File: config.mk
export PLATFORM = sky130hd
export DESIGN_NAME = imm_field_packer
export DESIGN_NICKNAME = d
export VERILOG_FILES = /design/src/rtl/imm_field_packer.sv
export SDC_FILE = /design/constraint.sdc
export NUM_CORES = 1
export LEC_CHECK = 0
export CAP_MARGIN = 20
export CELL_PAD_IN_SITES_DETAIL_PLACEMENT = 1
export CELL_PAD_IN_SITES_GLOBAL_PLACEMENT = 2
export CORE_UTILIZATION = 22
export CTS_CLUSTER_DIAMETER = 120
export DETAILED_ROUTE_END_ITERATION = 10
export PLACE_DENSITY = 0.82
export SYNTH_ARGS = -nofsm -noshare
export SYNTH_HDL_FRONTEND = slang
export SYNTH_SLANG_ARGS = --single-unit
File: constraint.sdc
create_clock -name CLK -period 1.9 [get_ports CLK]
set_clock_uncertainty 0.15 [all_clocks]
set_input_delay 0.38 -clock CLK [delete_from_list [all_inputs] [get_ports CLK]]
set_output_delay 0.38 -clock CLK [all_outputs]
set_load 0.005 [all_outputs]
File: src/rtl/imm_field_packer.sv
// rtl/imm_field_packer.sv - range-checked immediate packer with valid/ready output stage and write-address counter
// Optional macro: IMM_PACKER_STRICT_RANGE_EN (defined: out-of-range immediates are rejected;
// undefined: sign taken from Imm[63], field truncated, only Fmt=11 rejects).
module imm_field_packer #(
    parameter int                ADDR_W    = 64,
    parameter logic [ADDR_W-1:0] BASE_ADDR = '0,
    parameter int                ERR_CNT_W = 8
) (
    input  logic                 CLK,
    input  logic                 Reset,
    input  logic                 Clear,
    input  logic                 In_Valid,
    output logic                 In_Ready,
    input  logic [1:0]           Fmt,
    input  logic [63:0]          Imm,
    input  logic [4:0]           Rn,
    input  logic [4:0]           Rt,
    output logic                 Out_Valid,
    input  logic                 Out_Ready,
    output logic [31:0]          InstOut,
    output logic [ADDR_W-1:0]    WrAddr,
    output logic                 ErrFlag,
    output logic [ERR_CNT_W-1:0] ErrCount
);

    localparam logic [1:0] FMT_B  = 2'b00;
    localparam logic [1:0] FMT_D  = 2'b01;
    localparam logic [1:0] FMT_CB = 2'b10;

    logic                 out_valid_q, out_valid_d;
    logic [31:0]          inst_q, inst_d;
    logic [ADDR_W-1:0]    addr_q, addr_d;
    logic                 err_flag_q, err_flag_d;
    logic [ERR_CNT_W-1:0] err_cnt_q, err_cnt_d;

    // Per-format "fits the field" and "use the one-extending opcode" decisions.
    logic ok_b, ok_d, ok_cb;
    logic neg_b, neg_d, neg_cb;

`ifdef IMM_PACKER_STRICT_RANGE_EN
    logic hi26_zero, hi26_ones, hi8_zero, hi8_ones, hi19_zero, hi19_ones;
    assign hi26_zero = ~|Imm[63:26];
    assign hi26_ones = &Imm[63:26];
    assign hi8_zero  = ~|Imm[63:8];
    assign hi8_ones  = &Imm[63:8];
    assign hi19_zero = ~|Imm[63:19];
    assign hi19_ones = &Imm[63:19];
    assign ok_b   = hi26_zero | hi26_ones;
    assign ok_d   = hi8_zero  | hi8_ones;
    assign ok_cb  = hi19_zero | hi19_ones;
    assign neg_b  = hi26_ones;
    assign neg_d  = hi8_ones;
    assign neg_cb = hi19_ones;
`else
    // Upper immediate bits are discarded when the range check is disabled.
    logic unused_imm_hi;
    assign unused_imm_hi = &{1'b0, Imm[62:26]};
    assign ok_b   = 1'b1;
    assign ok_d   = 1'b1;
    assign ok_cb  = 1'b1;
    assign neg_b  = Imm[63];
    assign neg_d  = Imm[63];
    assign neg_cb = Imm[63];
`endif

    logic        legal;
    logic [31:0] word;
    logic        accept;
    logic        xfer;

    // Build the instruction word; the opcode encodes the extension sign so decode restores Imm.
    always_comb begin
        legal = 1'b0;
        word  = '0;
        case (Fmt)
            FMT_B: begin
                legal = ok_b;
                word  = {(neg_b ? 6'b100101 : 6'b000101), Imm[25:0]};
            end
            FMT_D: begin
                legal = ok_d;
                word  = {(neg_d ? 11'b11111000010 : 11'b11111000000), 1'b0, Imm[7:0], 2'b00, Rn, Rt};
            end
            FMT_CB: begin
                legal = ok_cb;
                word  = {(neg_cb ? 8'b10110101 : 8'b01010100), Imm[18:0], Rt};
            end
            default: begin
                legal = 1'b0;
                word  = '0;
            end
        endcase
    end

    assign In_Ready = !out_valid_q || Out_Ready;
    assign accept   = In_Valid && In_Ready;
    assign xfer     = out_valid_q && Out_Ready;

    // Next-state for the output slot, address counter and error accounting; Clear has the last word.
    always_comb begin
        out_valid_d = out_valid_q;
        inst_d      = inst_q;
        addr_d      = addr_q;
        err_flag_d  = err_flag_q;
        err_cnt_d   = err_cnt_q;
        if (xfer) begin
            out_valid_d = 1'b0;
            addr_d      = addr_q + ADDR_W'(4);
        end
        if (accept) begin
            if (legal) begin
                out_valid_d = 1'b1;
                inst_d      = word;
            end else begin
                err_flag_d = 1'b1;
                if (!(&err_cnt_q)) begin
                    err_cnt_d = err_cnt_q + ERR_CNT_W'(1);
                end
            end
        end
        if (Clear) begin
            addr_d     = BASE_ADDR;
            err_flag_d = 1'b0;
            err_cnt_d  = '0;
        end
    end

    // State register; reset drops any held word.
    always_ff @(posedge CLK) begin
        if (Reset) begin
            out_valid_q <= 1'b0;
            inst_q      <= '0;
            addr_q      <= BASE_ADDR;
            err_flag_q  <= 1'b0;
            err_cnt_q   <= '0;
        end else begin
            out_valid_q <= out_valid_d;
            inst_q      <= inst_d;
            addr_q      <= addr_d;
            err_flag_q  <= err_flag_d;
            err_cnt_q   <= err_cnt_d;
        end
    end

    assign Out_Valid = out_valid_q;
    assign InstOut   = inst_q;
    assign WrAddr    = addr_q;
    assign ErrFlag   = err_flag_q;
    assign ErrCount  = err_cnt_q;

endmodule
==> results of run 1 <==
-- routing by layer --
metal | vias to the layer above | routed length, um | global-route usage [%]
li1 | 2666 | - | -
met5 | - | 0 | 0
met3 | 19 | 1100 | 4.54
met4 | 0 | 297 | 5.69
met1 | 2609 | 7990 | 18.7
met2 | 125 | 8750 | 26.3
-- tightest hold or removal path, cell delays in order (launching register included) --
cell	delay, ns
dfxtp_1	0.32
nand2_1	0.05
a21oi_1	0.05
-- cell usage in the layout (no fill, tap or decap), types with 5 or more instances in the layout --
cell               n
nor3_1            18
o21ai_0           18
nand3_2            5
nand4_1           27
nand2_1           29
dfxtp_2           43
nor2_1            99
a211oi_1          19
buf_4            118
nand3_1           17
dlymetal6s2s_1    17
nor4_4             5
xnor2_1           14
o31ai_1            6
a31oi_1           11
buf_6             19
a21oi_1           38
dlygate4sd2_1     13
clkbuf_16          9
inv_1             13
mux2i_1           24
o21ai_1            5
dfxtp_1           60
clkdlybuf4s50_1  118
or4_1              6
or3_1             14
buf_12             5
xor2_1            23
and3_1             7
a21oi_2            7
-- repair_timing --
action / CTS / global route
gates cloned: 1 / 1
resized for setup: 59 / 66
pin swaps: 25 / 33
setup endpoints to repair: 79 / 68
hold endpoints to repair: 0 / 0
buffers inserted: 23 / 11
-- power breakdown --
group | leakage, nW | switching, mW | internal [mW] | total, mW
sequential | 0.867 | 0.0268 | 2.23 | 2.25
combinational | 2.53 | 0.250 | 0.287 | 0.536
clock | 0.133 | 0.896 | 0.932 | 1.83
total | 3.53 | 1.17 | 3.44 | 4.62
-- sequential cells by signal (all words and copies together), names as in the netlist --
name	flops
ErrCount	8
ErrFlag	1
InstOut	32
Out_Valid	1
WrAddr	62
-- path summary, 6_finish.rpt --
kind                      end  slack (ns)  cells past startpoint
setup / recovery   WrAddr[52]       -0.17                      8
hold / removal    InstOut[25]        0.31                      2
setup reg to reg   WrAddr[52]       -0.17                      8
hold reg to reg   InstOut[25]        0.31                      2
-- final cells by class --
class	instances	area [um^2]	share of cell area, %
inverters	13	48.8	0.576
repair buffers	291	2720	32.1
flip-flops and latches	104	2140	25.2
diodes	1	2.50	0.0295
clock inverters	4	30.0	0.354
clock buffers	12	246	2.91
well taps	280	350	4.13
multi-input cells	446	2940	34.6
-- logic make-up (layout without fill, tap and decap cells) --
group	after synthesis	count (layout)	synth area share [%]
other	1	3	0.0759
multiplexers	24	24	4.86
adder cells (fa/ha/maj)	2	2	0.506
XOR/XNOR	40	40	7.09
buffers and inverters	50	320	4.03
AND/OR/NAND/NOR	268	270	28.6
AO/OA/AOI/OAI	108	108	12.7
flip-flops	104	104	42.1
==> impl_metrics.py, run 1 <==
metrics = {
    "run_status": {
        "outcome": "finished with violations",
        "violations": "design-rule violations, negative setup slack",
    },
    "run": {
        "drv_cap": 0,
    },
    "clock_network": {
        "cts_root_buf": "clkbuf_16",
        "clk_path_buf_depth": 2,
        "cts_buffers": 9,
        "h-tree-depth": 3,
        "tritoncts": "done",
        "clock_latency_ns": 0.35,
        "cts_hold_buf": 0,
        "numClockSinks": 104,
        "clk_pin_slew_ns": 0.08,
    },
    "hold_path": {
        "hp-start": "InstOut[25]",
        "min_path_type": "reg -> reg",
    },
    "worst_setup_path": {
        "cp_max_fo": 5,
        "path_cells": "nand4_4, buf_6, nor4_4, buf_6, nand4_4, buf_6, or3_4, a21oi_2",
        "rr_startpoint": "WrAddr[24]",
        "crit_required_ns": 2.03,
        "worstSetupPathType": "reg -> reg",
        "cp-startpoint": "WrAddr[24]",
        "cp_common_cell": "buf_6",
        "start_kind": "flip-flop",
        "crit_slowest_cell": "dfxtp_2",
        "critPathTopFamily": "simple AND/OR/NAND/NOR gates",
        "cpPeakStageDelay_ns": 0.36,
        "crit_buf_inv": 3,
        "cp_data_arrival_time_ns": 2.20,
        "worstSetupEndpointType": "flip-flop",
    },
    "logic_synthesis": {
        "synth.cell_area_mm2": 0.00494,
        "yosysTopAreaCell": "dfxtp_1",
        "yosysSeqAreaShare_pct": 42.1,
        "synth_cell_types": 39,
        "yosys-top-cells-area": "dfxtp_1 42%, nor2_1 7.5%, mux2i_1 4.9%",
        "ys_ff_latch": 104,
        "synth-edff-count": 0,
        "synthTopCellsByCount": "104 x dfxtp_1, 99 x nor2_1, 45 x a21oi_1",
        "synth.top_cell.area_share_pct": 42.1,
        "ys.flop_type": "dfxtp_1",
        "synth.most_common_cell": "dfxtp_1",
        "avgSynthCellArea_um2": 8.28,
        "async_flop_share_pct": 0,
        "syn_inst": 597,
        "yosys_warnings": 0,
    },
    "sta": {
        "fin_crit_sh_pct": 109,
        "finalHoldWorstSlack_ns": 0.308,
        "period_minus_slack_ns": 2.07,
        "fmax_ghz": 0.483,
        "fin_ws_ns": -0.171,
        "tns_ns": -2.18,
        "slew_viol_final": 0,
        "setup_viol": 27,
        "hold_violations": 0,
        "rsz0062_at_grt": "true",
    },
    "placed_design": {
        "io_buffers": 148,
        "hpwl_um": 12900,
        "dp_slack_ns": -0.715,
        "dpl.cell_count": 1103,
        "place_area_mm2": 0.00760,
        "gp_congestion": 0.765,
    },
    "power_and_ir_drop": {
        "power_mw": 4.62,
        "ir_worst_vdd_mv": 0.345,
        "p_leak_nw": 3.53,
        "power.density_mw_per_mm2": 545,
    },
    "routing": {
        "drt_iter0_markers": 199,
        "drc_errors": 13,
        "wl_per_cell_um": 15.8,
        "via_count": 5419,
        "route.antenna.remaining_nets": 0,
        "drt_first_pass_iters": 7,
        "wl_um": 18100,
        "drt-vias-per-instance": 4.71,
    },
    "global_routing": {
        "antenna_found_initial": 1,
        "grt_max_degree": 68,
        "gr-total-overflow": 0,
        "grtUsageTotal_pct": 15.6,
        "grt_pass1_wl_um": 29000,
        "grt_pass1_vias": 5584,
    },
    "finish": {
        "num-fill-cells": 2578,
        "design_area_mm2": 0.00848,
        "layout-drive-gt1-share_pct": 28.9,
        "final_core_util_pct": 38.6,
        "area_delta_synth_final_pct": 71.5,
        "instances_no_fill": 1151,
        "nets": 948,
    },
    "floorplanning": {
        "num_io_pins": 188,
        "start_util_pct": 22.5,
        "core-area_mm2": 0.0220,
        "die_height_um": 152,
        "die_w_um": 152,
        "std_cell_rows": 54,
        "floorplan.die_area_mm2": 0.0231,
    },
}
Power figures use the tool's default switching activity.
==> run 2, diff against run 1 <==
CTS_CLUSTER_SIZE = 40   (was not set)
==> results of run 2 <==
Final layout, timing and power as in run 1 (identical DEF).
==> run 3, diff against run 2 <==
SETUP_SLACK_MARGIN = 0.5   (was not set)
==> impl_metrics.py, run 3 (synthesis gave the netlist of run 1 again) <==
metrics = {
    "global_routing": {
        "antenna_found_initial": 1,
        "grt_pass1_wl_um": 33400,
        "grt_pass1_vias": 6220,
        "grtUsageTotal_pct": 18.2,
        "gr-total-overflow": 0,
        "grt_max_degree": 34,
    },
    "floorplanning": {
        "num_io_pins": 188,
        "die_height_um": 152,
        "die_w_um": 152,
        "core-area_mm2": 0.0220,
        "std_cell_rows": 54,
        "floorplan.die_area_mm2": 0.0231,
        "start_util_pct": 22.5,
    },
    "finish": {
        "nets": 1058,
        "instances_no_fill": 1260,
        "n_antenna_cell": 0,
        "layout-drive-gt1-share_pct": 66.2,
        "final_common_cell": "buf_6",
        "design_area_mm2": 0.0107,
        "area_delta_synth_final_pct": 116,
        "largest_reg_flops": 62,
        "layout_common_cells": "183 x buf_6, 109 x buf_4, 78 x dfxtp_2, 76 x nor2_1, 47 x buf_2",
    },
    "clock_network": {
        "clk_pin_slew_ns": 0.08,
        "cts_root_buf": "clkbuf_16",
        "cts_buffers": 9,
        "h-tree-depth": 3,
        "clock_latency_ns": 0.36,
        "cts_hold_buf": 0,
        "tritoncts": "done",
        "numClockSinks": 104,
        "clk_path_buf_depth": 2,
    },
    "routing": {
        "drt_first_pass_iters": 9,
        "wl_um": 25200,
        "route.antenna.remaining_nets": 0,
        "via_count": 6229,
        "drt-vias-per-instance": 4.94,
        "wl_per_cell_um": 20.0,
        "drc_errors": 22,
        "drt_iter0_markers": 257,
    },
    "worst_setup_path": {
        "worstRegToRegCells": 8,
        "endpoint": "WrAddr[51]",
        "worstSetupEndpointType": "flip-flop",
        "crit_required_ns": 2.03,
        "worstSetupPathType": "reg -> reg",
        "start_kind": "flip-flop",
        "cp-startpoint": "WrAddr[34]",
        "r2r_end": "WrAddr[51]",
        "cp_data_arrival_time_ns": 2.41,
        "cp_max_fo": 4,
        "rr_startpoint": "WrAddr[34]",
        "reg2reg_slack_ns": -0.38,
    },
    "sta": {
        "setup_viol": 49,
        "hold_violations": 0,
        "period_minus_slack_ns": 2.28,
        "slew_viol_final": 0,
        "fin_ws_ns": -0.377,
        "fin_crit_sh_pct": 120,
        "rsz0062_at_grt": "true",
        "fmax_ghz": 0.439,
        "tns_ns": -9.38,
    },
    "placed_design": {
        "dpl.cell_count": 1126,
        "hpwl_um": 13700,
        "gp_congestion": 0.801,
        "io_buffers": 148,
        "place_area_mm2": 0.00798,
    },
    "hold_path": {
        "hold_depth": 3,
        "min_path_type": "in -> reg",
    },
    "run_status": {
        "outcome": "finished with violations",
        "violations": "design-rule violations, negative setup slack",
    },
    "power_and_ir_drop": {
        "p_leak_nw": 4.37,
        "power.density_mw_per_mm2": 470,
        "ir_worst_vdd_mv": 0.510,
    },
    "run": {
        "drv_cap": 0,
    },
}
run 3: per-stage QoR:
stage | hold WS, ns | setup WS, ns | utilization, % | total power, mW
floorplan | 0.292 | -0.0761 | - | 2.58
global placement | 0.289 | -0.568 | 36.4 | 2.87
detailed placement | 0.300 | -0.615 | 36.4 | 2.88
CTS | 0.289 | -0.162 | 41.9 | 4.82
global route | 0.279 | -0.442 | 48.5 | 5.21
finish | 0.254 | -0.377 | 48.5 | 5.01
run 3: layout make-up:
class / instances / area (um^2)
clock buffers: 9 / 225
clock inverters: 7 / 76.3
fillers: 2423 / 11300
inverters: 13 / 48.8
multi-input cells: 446 / 3830
flip-flops and latches: 104 / 2250
well taps: 280 / 350
repair buffers: 401 / 3870
run 3: layer usage:
| layer | global-route usage, % | wire [um] |
|---|---|---|
| met4 | 7.00 | 827 |
| met2 | 32.9 | 13600 |
| met5 | 0 | 13 |
| met1 | 20.5 | 9380 |
| met3 | 4.42 | 1380 |
run 3: how the worst min path moves through the flow:
stage | start | to | slack, ns
3_5_place_dp | InstOut[25] | InstOut[25] | 0.30
6_report | Fmt[1] | InstOut[26] | 0.25
5_1_grt | Fmt[1] | InstOut[26] | 0.28
4_1_cts | Fmt[1] | InstOut[26] | 0.29
3_3_place_gp | ErrFlag | ErrFlag | 0.29
2_1_floorplan | ErrFlag | ErrFlag | 0.29
run 3: what timing repair did:
item                       4_1_cts  5_1_grt
pin swaps                       48      100
setup endpoints to repair      207      170
setup buffers                   62       49
gates resized for setup        627      234
cloned                           2        5
run 3: where the power goes:
group          internal (mW)  leakage [nW]  switching [mW]  total (mW)
sequential              2.21         0.895          0.0459        2.26
clock                   1.04         0.151           0.944        1.98
combinational          0.396          3.32           0.377       0.772
run 3: worst max-delay path: stages, from the launching register on:
cell and delay, ns:
dfxtp_2 0.35, nand4_1 0.16, buf_4 0.19, nor4_4 0.31, nand4_1 0.21, buf_4 0.19
buf_6 0.12, or3_1 0.34, a21oi_1 0.17
==> variant, RTL diff (settings of run 1) <==
The option `IMM_PACKER_STRICT_RANGE_EN` is turned on by a define.
--- a/src/rtl/imm_field_packer.sv
+++ b/src/rtl/imm_field_packer.sv
@@ -1,6 +1,8 @@
 // rtl/imm_field_packer.sv - range-checked immediate packer with valid/ready output stage and write-address counter
 // Optional macro: IMM_PACKER_STRICT_RANGE_EN (defined: out-of-range immediates are rejected;
 // undefined: sign taken from Imm[63], field truncated, only Fmt=11 rejects).
+`define IMM_PACKER_STRICT_RANGE_EN
+
 module imm_field_packer #(
     parameter int                ADDR_W    = 64,
     parameter logic [ADDR_W-1:0] BASE_ADDR = '0,
Function: changed (a bounded check fails within 4 cycles, from zero or initial values and one cycle with Reset high).
==> variant against run 1 <==
  * The flow finishes with violations (negative setup slack)
  * Clock power fell by 3%
  * Setup slack lost 370 ps
  * Routed wire length rose by 23%
  * Die area is 4.2% higher
  * Sequential power shrank 3%
  * Synthesized area up 4.2%
  * Global-route usage increased by 3.1 points
  * Combinational power decreased by 5.2%
  * Cell area grew 19%
  * First-iteration DRC count decreased by 17%
  * Sequential cell count unchanged
  * Total power is 3.4% lower
  * Critical endpoint is now WrAddr[61]$_SDFFE_PP0P_
  * Highest routed layer unchanged
==> variant: results (changes against run 1) <==
| Metric | Value |
|---|---|
| Run status | `finished, violations left` |
| Failing checks | `negative setup slack` |
| GPL Wtd Cong | `0.789 (+3.2%)` |
| Share of layout cells above drive strength 1 | `39.3% (+10 points)` |
| Via Count | `6004 (+11%)` |
| Synth area leaders | `dfxtp_1 (40%), nor2_1 (9.2%), mux2i_1 (4.7%)` |
| Vias in the first global route | `6399 (+15%)` |
| Final cell count without fillers | `1313 (+14%)` |
| Crit path max-delay cell type | `or4b_4` |
| Pre-CTS setup slack | `-1100 ps (-389 ps)` |
| Dpl cell area | `0.00860 mm2 (+13%)` |
| Synth unique cells | `51 (+31%)` |
| 1st-iter DRT viols | `166 (-17%)` |
| Hpwl dp | `15.4 mm (+19%)` |
| Pin count of the biggest net entering global routing | `58 (-15%)` |
| GRT Total Usage | `18.6% (+3.1 points)` |
| Drt pass-1 iters | `4 (-3)` |
| Wirelength per Cell | `16.9 um (+7.5%)` |
| Final setup violating endpoints | `85 (+210%)` |
| Port Buf Inserts | `185 (+25%)` |
| First-pass GRT wire length | `34.9 mm (+20%)` |
| Final setup margin | `-537 ps (-366 ps)` |
| Most common library cells after synthesis | `nor2_1 (126), dfxtp_1 (104), a21oi_1 (46)` |
| Synth Instances | `631 (+5.7%)` |
| Register area share after synthesis | `40.4% (-1.7 points)` |
| Crit-path max FO | `7 (+2)` |
| Antenna Cells | `0 (-1)` |
| Leak Pwr | `4.13 nW (+17%)` |
| CTS Buffer Depth | `2 (unchanged)` |
| CP Data Arrival Time | `2520 ps (+320 ps)` |
| Site row count | `55 (+1.9%)` |
[variant: cell types whose count changed in the layout (fill, tap and decap cells not counted), sizes merged, moves of 5 or more]
cell           change
nand3              +8
inv                +5
o31ai              -8
dlygate4sd2       +29
nor2b              +5
nor3               -8
clkdlybuf4s50     -11
nor2              +27
clkdlybuf4s15      +5
a31oi             -11
nand4              -5
nor4               +6
xnor2              +8
buf               +62
[variant: worst max-delay path, delay by kind of cell (launching register included)]
family        cells  cell delay, ps
xor+xnor          1             130
flops             1             330
buf+inv           1             160
simple gates      6            1560
[variant: per-layer routing]
| layer | vias to the layer above | global-route usage (%) | routed length, um |
|---|---|---|---|
| met5 | - | 0 | 0 |
| met4 | 0 | 5.23 | 442 |
| met3 | 26 | 2.70 | 731 |
| met2 | 109 | 33.6 | 11400 |
| met1 | 2912 | 22.8 | 9680 |
| li1 | 2957 | - | - |
[variant: cell type report]
class,instances,area [um2],share of cell area (%)
Timing Repair Buffer,381,3620,35.9
Clock inverter,4,30.0,0.297
Sequential cell,104,2130,21.1
Multi-Input combinational cell,482,3630,35.9
Clock buffer,12,236,2.34
Tap cell,313,392,3.88
Inverter,17,63.8,0.632
[variant: per-stage QoR]
stage               TNS, ps  utilization [%]
floorplan            -21820                -
global placement     -69330             37.8
detailed placement   -72570             37.8
CTS                  -26620             43.2
global route         -33500             44.4
finish               -25910             44.4
[variant: where the power goes]
group	total (mW)	switching (mW)	internal, mW
clock network	1.78	0.877	0.898
logic	0.508	0.261	0.247
registers	2.18	0.00185	2.17
[variant: final timing paths]
| kind | end | slack (ps) | start |
|---|---|---|---|
| min reg2reg | InstOut[31]$_SDFFE_PP0P_ | 340 | InstOut[31]$_SDFFE_PP0P_ |
| max reg2reg | WrAddr[61]$_SDFFE_PP0P_ | -540 | WrAddr[25]$_SDFFE_PP0P_ |
| min | InstOut[31]$_SDFFE_PP0P_ | 340 | InstOut[31]$_SDFFE_PP0P_ |
| max | WrAddr[61]$_SDFFE_PP0P_ | -540 | WrAddr[25]$_SDFFE_PP0P_ |
[variant: cells by family (layout without fill, tap and decap cells)]
group	Yosys count	after routing	synth area share, %
XOR/XNOR	52	52	8.84
AO/OA/AOI/OAI	98	98	11.5
flip-flops	104	104	40.4
other	1	2	0.0728
buffers and inverters	48	414	3.91
multiplexers	25	25	4.88
adder cells (fa/ha/maj)	2	2	0.486
AND/OR/NAND/NOR	301	303	29.9
[variant: what timing repair did]
item | in CTS | in global routing
gates resized for setup | 239 | 96
buffers inserted | 27 | 18
pin swaps | 76 | 54
hold endpoints to repair | 0 | 0
endpoints found under the setup margin | 94 | 111
cloned | 10 | 0
